$ cat config.mk
export PLATFORM = sky130hd
export DESIGN_NAME = decode_ctrl_pipe
export DESIGN_NICKNAME = d
export VERILOG_FILES = /design/src/rtl/decode_ctrl_pipe_pkg.sv /design/src/rtl/ctrl_decode.sv /design/src/rtl/decode_ctrl_pipe.sv
export SDC_FILE = /design/constraint.sdc
export NUM_CORES = 1
export LEC_CHECK = 0
export CAP_MARGIN = 20
export CORE_MARGIN = 2
export CORE_UTILIZATION = 47
export DETAILED_ROUTE_END_ITERATION = 8
export PLACE_DENSITY = 0.81
export SLEW_MARGIN = 10
export SYNTH_ARGS = -nofsm -noshare
export SYNTH_HDL_FRONTEND = slang
export SYNTH_HIERARCHICAL = 1
export SYNTH_SLANG_ARGS = --single-unit
$ cat constraint.sdc
create_clock -name clk -period 2.6 [get_ports clk]
set_clock_uncertainty 0.2 [all_clocks]
set_input_delay 0.52 -clock clk [delete_from_list [all_inputs] [get_ports clk]]
set_output_delay 0.52 -clock clk [all_outputs]
set_load 0.02 [all_outputs]
$ cat src/rtl/decode_ctrl_pipe_pkg.sv
// Shared RV32I/RV32M decode types: opcodes, ALU/compare ops, datapath mux
// selects, the registered control word and its idle/illegal default.
package decode_ctrl_pipe_pkg;

    typedef enum logic [6:0] {
        op_lui   = 7'b0110111,
        op_auipc = 7'b0010111,
        op_jal   = 7'b1101111,
        op_jalr  = 7'b1100111,
        op_br    = 7'b1100011,
        op_load  = 7'b0000011,
        op_store = 7'b0100011,
        op_imm   = 7'b0010011,
        op_reg   = 7'b0110011,
        op_fence = 7'b0001111,
        op_csr   = 7'b1110011
    } rv32i_opcode_t;

    typedef enum logic [2:0] {
        alu_add = 3'b000,
        alu_sll = 3'b001,
        alu_sra = 3'b010,
        alu_sub = 3'b011,
        alu_xor = 3'b100,
        alu_srl = 3'b101,
        alu_or  = 3'b110,
        alu_and = 3'b111
    } alu_ops_t;

    typedef enum logic [2:0] {
        beq  = 3'b000,
        bne  = 3'b001,
        blt  = 3'b100,
        bge  = 3'b101,
        bltu = 3'b110,
        bgeu = 3'b111
    } branch_funct3_t;

    typedef enum logic [2:0] {
        mul    = 3'b000,
        mulh   = 3'b001,
        mulhsu = 3'b010,
        mulhu  = 3'b011,
        div    = 3'b100,
        divu   = 3'b101,
        rem    = 3'b110,
        remu   = 3'b111
    } m_funct3_t;

    typedef enum logic [3:0] {
        regfilemux_alu_out,
        regfilemux_br_en,
        regfilemux_u_imm,
        regfilemux_lw,
        regfilemux_pc_plus4,
        regfilemux_lb,
        regfilemux_lbu,
        regfilemux_lh,
        regfilemux_lhu,
        regfilemux_muldiv_out
    } regfilemux_sel_t;

    typedef enum logic [0:0] {
        alumux1_rs1_out,
        alumux1_pc_out
    } alumux1_sel_t;

    typedef enum logic [2:0] {
        alumux2_i_imm,
        alumux2_u_imm,
        alumux2_b_imm,
        alumux2_s_imm,
        alumux2_j_imm,
        alumux2_rs2_out
    } alumux2_sel_t;

    typedef enum logic [0:0] {
        cmpmux_rs2_out,
        cmpmux_i_imm
    } cmpmux_sel_t;

    typedef struct packed {
        logic [6:0]      opcode;
        logic [2:0]      funct3;
        alu_ops_t        aluop;
        branch_funct3_t  cmpop;
        alumux1_sel_t    alumux1_sel;
        alumux2_sel_t    alumux2_sel;
        cmpmux_sel_t     cmpmux_sel;
        regfilemux_sel_t regfilemux_sel;
        logic            load_regfile;
        logic            dmem_read;
        logic            dmem_write;
        logic            is_branch;
        logic            is_jump;
        logic            md_en;
        m_funct3_t       mdop;
    } rv32i_control_word;

    // Word that has no architectural side effect: no writeback, no memory access.
    localparam rv32i_control_word CTRL_DEFAULT = '{
        opcode:         7'h00,
        funct3:         3'h0,
        aluop:          alu_add,
        cmpop:          beq,
        alumux1_sel:    alumux1_rs1_out,
        alumux2_sel:    alumux2_i_imm,
        cmpmux_sel:     cmpmux_rs2_out,
        regfilemux_sel: regfilemux_alu_out,
        load_regfile:   1'b0,
        dmem_read:      1'b0,
        dmem_write:     1'b0,
        is_branch:      1'b0,
        is_jump:        1'b0,
        md_en:          1'b0,
        mdop:           mul
    };

    typedef enum logic [0:0] {
        StRun,
        StMdBusy
    } md_state_e;

    // div/divu/rem/remu all have funct3[2] set; they occupy the divider.
    function automatic logic md_is_div(input m_funct3_t op);
        return op[2];
    endfunction

endpackage

$ cat src/rtl/ctrl_decode.sv
// Purely combinational RV32I/RV32M decode: instruction word in, control word
// and illegal flag out. Illegal encodings always produce CTRL_DEFAULT.
module ctrl_decode
    import decode_ctrl_pipe_pkg::*;
#(
    parameter bit M_EXT = 1'b1
) (
    input  logic [31:0]       instr,
    output rv32i_control_word ctrl,
    output logic              illegal
);

    logic [6:0] opcode;
    logic [2:0] funct3;
    logic [6:0] funct7;
    logic       is_reg;
    logic       unused_fields;

    assign opcode        = instr[6:0];
    assign funct3        = instr[14:12];
    assign funct7        = instr[31:25];
    assign is_reg        = (opcode == op_reg);
    // Register indices and immediates are extracted downstream from out_instr.
    assign unused_fields = ^{instr[24:15], instr[11:7]};

    // Opcode/funct3/funct7 decode with legality checks.
    always_comb begin
        ctrl        = CTRL_DEFAULT;
        illegal     = 1'b0;
        ctrl.opcode = opcode;
        ctrl.funct3 = funct3;

        case (opcode)
            op_lui: begin
                ctrl.load_regfile   = 1'b1;
                ctrl.regfilemux_sel = regfilemux_u_imm;
            end
            op_auipc: begin
                ctrl.load_regfile = 1'b1;
                ctrl.alumux1_sel  = alumux1_pc_out;
                ctrl.alumux2_sel  = alumux2_u_imm;
            end
            op_jal: begin
                ctrl.load_regfile   = 1'b1;
                ctrl.regfilemux_sel = regfilemux_pc_plus4;
                ctrl.alumux1_sel    = alumux1_pc_out;
                ctrl.alumux2_sel    = alumux2_j_imm;
                ctrl.is_jump        = 1'b1;
            end
            op_jalr: begin
                ctrl.load_regfile   = 1'b1;
                ctrl.regfilemux_sel = regfilemux_pc_plus4;
                ctrl.alumux2_sel    = alumux2_i_imm;
                ctrl.is_jump        = 1'b1;
            end
            op_br: begin
                ctrl.cmpop       = branch_funct3_t'(funct3);
                ctrl.alumux1_sel = alumux1_pc_out;
                ctrl.alumux2_sel = alumux2_b_imm;
                ctrl.is_branch   = 1'b1;
            end
            op_load: begin
                ctrl.load_regfile = 1'b1;
                ctrl.dmem_read    = 1'b1;
                ctrl.alumux2_sel  = alumux2_i_imm;
                case (funct3)
                    3'b000:  ctrl.regfilemux_sel = regfilemux_lb;
                    3'b001:  ctrl.regfilemux_sel = regfilemux_lh;
                    3'b100:  ctrl.regfilemux_sel = regfilemux_lbu;
                    3'b101:  ctrl.regfilemux_sel = regfilemux_lhu;
                    default: ctrl.regfilemux_sel = regfilemux_lw;
                endcase
            end
            op_store: begin
                ctrl.dmem_write  = 1'b1;
                ctrl.alumux2_sel = alumux2_s_imm;
            end
            op_fence, op_csr: begin
                // Accepted as no-ops: nothing written back, no memory access.
            end
            op_imm, op_reg: begin
                ctrl.load_regfile = 1'b1;
                ctrl.alumux2_sel  = is_reg ? alumux2_rs2_out : alumux2_i_imm;
                ctrl.cmpmux_sel   = is_reg ? cmpmux_rs2_out : cmpmux_i_imm;
                if (is_reg && funct7 == 7'h01) begin
                    if (M_EXT) begin
                        ctrl.md_en          = 1'b1;
                        ctrl.mdop           = m_funct3_t'(funct3);
                        ctrl.regfilemux_sel = regfilemux_muldiv_out;
                    end else begin
                        illegal = 1'b1;
                    end
                end else begin
                    if (is_reg) begin
                        if (!(funct7 == 7'h00 ||
                              (funct7 == 7'h20 && (funct3 == 3'b000 || funct3 == 3'b101)))) begin
                            illegal = 1'b1;
                        end
                    end else if (funct3 == 3'b001) begin
                        if (funct7 != 7'h00) illegal = 1'b1;
                    end else if (funct3 == 3'b101) begin
                        if (funct7 != 7'h00 && funct7 != 7'h20) illegal = 1'b1;
                    end
                    case (funct3)
                        3'b000: ctrl.aluop = (is_reg && funct7[5]) ? alu_sub : alu_add;
                        3'b001: ctrl.aluop = alu_sll;
                        3'b010: begin
                            ctrl.cmpop          = blt;
                            ctrl.regfilemux_sel = regfilemux_br_en;
                        end
                        3'b011: begin
                            ctrl.cmpop          = bltu;
                            ctrl.regfilemux_sel = regfilemux_br_en;
                        end
                        3'b100: ctrl.aluop = alu_xor;
                        3'b101: ctrl.aluop = funct7[5] ? alu_sra : alu_srl;
                        3'b110: ctrl.aluop = alu_or;
                        default: ctrl.aluop = alu_and;
                    endcase
                end
            end
            default: illegal = 1'b1;
        endcase

        if (illegal) begin
            ctrl = CTRL_DEFAULT;
        end
    end

endmodule

$ cat src/rtl/decode_ctrl_pipe.sv
// Registered decode stage between fetch and execute. Holds one decoded entry
// behind a valid/ready handshake and blocks issue while the non-pipelined
// multiply/divide unit is occupied by a word that has already left this stage.
module decode_ctrl_pipe
    import decode_ctrl_pipe_pkg::*;
#(
    parameter bit          M_EXT      = 1'b1,
    parameter int unsigned MUL_CYCLES = 3,
    parameter int unsigned DIV_CYCLES = 33,
    parameter int unsigned PC_WIDTH   = 32
) (
    input  logic                clk,
    input  logic                rst,
    input  logic                in_valid,
    output logic                in_ready,
    input  logic [31:0]         in_instr,
    input  logic [PC_WIDTH-1:0] in_pc,
    input  logic                flush,
    output logic                out_valid,
    input  logic                out_ready,
    output rv32i_control_word   out_ctrl,
    output logic [PC_WIDTH-1:0] out_pc,
    output logic [31:0]         out_instr,
    output logic                out_illegal
);

    localparam int unsigned MaxCycles = (MUL_CYCLES > DIV_CYCLES) ? MUL_CYCLES : DIV_CYCLES;
    localparam int unsigned CntW      = $clog2(MaxCycles + 1);
    localparam logic [CntW-1:0] MulLoad = CntW'(MUL_CYCLES - 1);
    localparam logic [CntW-1:0] DivLoad = CntW'(DIV_CYCLES - 1);

    rv32i_control_word   dec_ctrl;
    logic                dec_illegal;

    logic                out_valid_q;
    logic                out_illegal_q;
    rv32i_control_word   out_ctrl_q;
    logic [PC_WIDTH-1:0] out_pc_q;
    logic [31:0]         out_instr_q;

    md_state_e           state_q, state_d;
    logic [CntW-1:0]     busy_cnt_q, busy_cnt_d;

    logic                accept;
    logic                md_go;
    logic [CntW-1:0]     md_load;

    ctrl_decode #(
        .M_EXT (M_EXT)
    ) u_ctrl_decode (
        .instr   (in_instr),
        .ctrl    (dec_ctrl),
        .illegal (dec_illegal)
    );

    // Handshake: only RUN issues, and only into an empty or draining register.
    always_comb begin
        in_ready = rst & ~flush & (state_q == StRun) & (~out_valid_q | out_ready);
        accept   = in_valid & in_ready;
        md_go    = out_valid_q & out_ready & out_ctrl_q.md_en & ~flush;
        md_load  = md_is_div(out_ctrl_q.mdop) ? DivLoad : MulLoad;
    end

    // Output register: flush kills the entry, accept loads, a take drains.
    always_ff @(posedge clk or negedge rst) begin
        if (!rst) begin
            out_valid_q   <= 1'b0;
            out_illegal_q <= 1'b0;
            out_ctrl_q    <= CTRL_DEFAULT;
            out_pc_q      <= '0;
            out_instr_q   <= '0;
        end else if (flush) begin
            out_valid_q <= 1'b0;
        end else if (accept) begin
            out_valid_q   <= 1'b1;
            out_illegal_q <= dec_illegal;
            out_ctrl_q    <= dec_ctrl;
            out_pc_q      <= in_pc;
            out_instr_q   <= in_instr;
        end else if (out_ready) begin
            out_valid_q <= 1'b0;
        end
    end

    // Busy FSM next state: an M word leaving the stage (re)loads the countdown.
    always_comb begin
        state_d    = state_q;
        busy_cnt_d = busy_cnt_q;
        if (md_go && md_load != '0) begin
            state_d    = StMdBusy;
            busy_cnt_d = md_load;
        end else if (state_q == StMdBusy) begin
            if (busy_cnt_q <= CntW'(1)) begin
                state_d    = StRun;
                busy_cnt_d = '0;
            end else begin
                busy_cnt_d = busy_cnt_q - CntW'(1);
            end
        end
    end

    // Busy FSM state register.
    always_ff @(posedge clk or negedge rst) begin
        if (!rst) begin
            state_q    <= StRun;
            busy_cnt_q <= '0;
        end else begin
            state_q    <= state_d;
            busy_cnt_q <= busy_cnt_d;
        end
    end

    assign out_valid   = out_valid_q;
    assign out_illegal = out_illegal_q;
    assign out_ctrl    = out_ctrl_q;
    assign out_pc      = out_pc_q;
    assign out_instr   = out_instr_q;

endmodule

==> impl_metrics.tcl <==
set metrics [dict create \
    status "complete, no violations" \
    final_cells 728 \
    multi_input_area_um2 2370 \
    syn_nets 445 \
    cts_sinks 107 \
    wl_per_cell_um 17.7 \
    layout-drive-gt1-share_pct 31.0 \
    worst_pin_slew_ps 884 \
    synth_area_leaders "dfrtp_1 (50%), mux2_4 (28%), buf_12 (3.7%), a21oi_1 (1.3%), nand2_1 (1.1%)" \
    routed_via_density 5.18 \
    ys_ff_latch 107 \
    seq_area_um2 2680 \
    cts_buffer_depth 2 \
    drtIter0Drc 164 \
    async_flop_share_pct 100 \
    netlist.area_leader.share_pct 50.1 \
    synth_edf_count 0 \
    drc_errors 0 \
    layout_commonest_cell "clkdlybuf4s50_1" \
    first_pass_iters 5 \
    dp_hpwl_um 9630 \
    p_sw_w 0.000877 \
    ant_nets 0 \
    coreArea_um2 11000 \
    antenna_found_initial 0 \
    ys_seq_area_share_pct 50.1 \
    cts_buffers 9 \
    die_w_um 111 \
    slew_headroom_pct 41.1 \
    intPower_w 0.00274 \
    p_per_area_nw_per_um2 469 \
    r2r_start "out_valid" \
    worst-setup-path-type "in -> reg" \
    io_pins 170 \
    yosys_warnings 6 \
    drv_slew 0 \
    globalRouteOverflowTotal 0 \
    dpl.cell_count 712 \
    critPathLaunchType "primary input" \
    post-route-min-period_ps 2490 \
    diodes 0 \
    reg2reg_depth 6 \
    reg2reg_slack_ps 440 \
    grtUsageTotal_pct 21.1 \
    post-synth-top-area-cell "dfrtp_1" \
    die_area_um2 12200 \
    grt_pass1_vias 4042 \
    crit_path_start "in_instr[28]" \
    gp_congestion 0.924 \
    seq_power_share_pct 49.2 \
    power.leakage_nw 3.47 \
    p_comb_share_pct 15.6 \
    critPathArrivalTime_ps 2570 \
    start_util_pct 48.7 \
    clkTransAtPathRegs_ps 70 \
    synth_top_flop_cell "dfrtp_1" \
    clock_latency_ps 330 \
    htreeDepth 3 \
    wirelength_um 12900 \
    hold_viol 0 \
    nets 654 \
    syn_area_um2 5350 \
    cts_tree "done" \
    final_core_util_pct 70.2 \
    setup_viol 0 \
    ys_types 53 \
    swShare_pct 24.3 \
    peakVddDrop_mv 0.288 \
    die_height_um 111 \
    max_cap_viol_count 0 \
    min_path_type "in -> async" \
    core.rowCount 38 \
    clock-root-buffer "clkbuf_16" \
    end_kind "flip-flop" \
    rsz0062_at_grt "false" \
    synthCells 374 \
    syn_area_per_cell_um2 14.3 \
    postCtsSetupRepairBufs 0 \
    worstPathMaxFanout 13 \
    final_cell_mix "clkdlybuf4s50_1 (167), dfrtp_1 (107), mux2_4 (99)" \
    grt_max_degree 70 \
    cts_resized 0 \
    fmax_mhz 401 \
    synthToLayoutAreaGrowth_pct 44.2 \
    vias 3768 \
    fill_cells 772 \
    holdBufCountCts 0 \
    grt_pass1_wl_um 21000 \
    min_period_over_period_pct 95.9 \
    rr_endpoint "out_instr[12]" \
    critPathRequiredTime_ps 2670 \
    clkPwrFrac_pct 35.2 \
    portBuffers 169 \
]
[cell families after synthesis]
group / share of synthesized area [%]
buffers and inverters: 5.83
AND/OR/NAND/NOR: 8.61
flip-flops: 50.1
multiplexers: 27.8
AO/OA/AOI/OAI: 7.04
adder cells (fa/ha/maj): 0.468
XOR/XNOR: 0.164
[cell type report]
type                    count  share of cell area (%)
clock inverters             4                   0.325
flip-flops and latches    107                    34.7
well taps                 140                    2.27
repair buffers            224                    28.3
clock buffers              12                    3.33
multi-input cells         234                    30.7
inverters                   7                   0.341
[synth_stat cells (2+ instances only)]
master and instances:
inv_1 7, clkbuf_1 8, a21oi_1 14, o31ai_1 2
o21ai_0 9, nor4b_1 2, and2_1 6, a21boi_0 6
nor2_1 13, o2111ai_1 2, a22oi_1 4, buf_12 10
nor3b_1 5, nand3_1 4, or2_2 2, a211oi_1 3
mux2_4 99, ha_1 2, buf_6 2, nor2b_1 5
nor3_1 6, and3_1 2, dfrtp_1 107, nor4b_2 2
nand2b_1 4, buf_2 5, a21o_1 2, a31oi_1 2
nand2_1 15
[worst max path at each step]
stage,to
after detailed placement,out_ctrl[22]
after global routing,out_ctrl[30]
after CTS,in_ready
after global placement,out_ctrl[26]
after floorplan,out_illegal
final,out_ctrl[22]
[sequential cells by signal, summed over array words and instances (netlist names)]
register,flops
out_ctrl,34
out_instr,32
out_pc,32
busy_cnt_q,6
out_illegal,1
out_valid,1
state_q,1
[per-layer routing]
layer | GRT usage (%) | up-vias | part of all wire (%)
met5 | 0 | - | 0
met4 | 5.67 | 0 | 1.1
met3 | 5.41 | 17 | 6.8
met2 | 35.3 | 161 | 49
met1 | 27.3 | 1836 | 43
li1 | - | 1754 | -
[power groups by stage]
stage,combinational (W),clock (W),sequential [W]
after floorplan,0.000219,0,0.00184
after global placement,0.000546,0,0.00180
after detailed placement,0.000564,0,0.00181
after CTS,0.000569,0.00131,0.00178
after global routing,0.000608,0.00140,0.00178
final,0.000565,0.00127,0.00178
[through the flow]
stage | power, W | hold slack (ps) | setup slack [ps] | cell area (um^2) | setup TNS (ps)
3_5_place_dp | 0.00237 | 294 | -250 | 7420 | -5680
6_report | 0.00361 | 221 | 105 | 7710 | 0
4_1_cts | 0.00366 | 262 | 14.6 | 7700 | 0
3_3_place_gp | 0.00235 | 292 | -181 | 7420 | -4140
5_1_grt | 0.00379 | 307 | 17.9 | 7710 | 0
2_1_floorplan | 0.00206 | 24.4 | 401 | 5350 | 0
[worst max-delay path, cell delays in order]
cell	delay, ps
clkdlybuf4s50_1	480
nor4_4	300
nor3b_2	230
o21ai_1	100
a211o_2	410
buf_12	160
a31oi_1	180
mux2_4	180
Power figures use the tool's default switching activity.
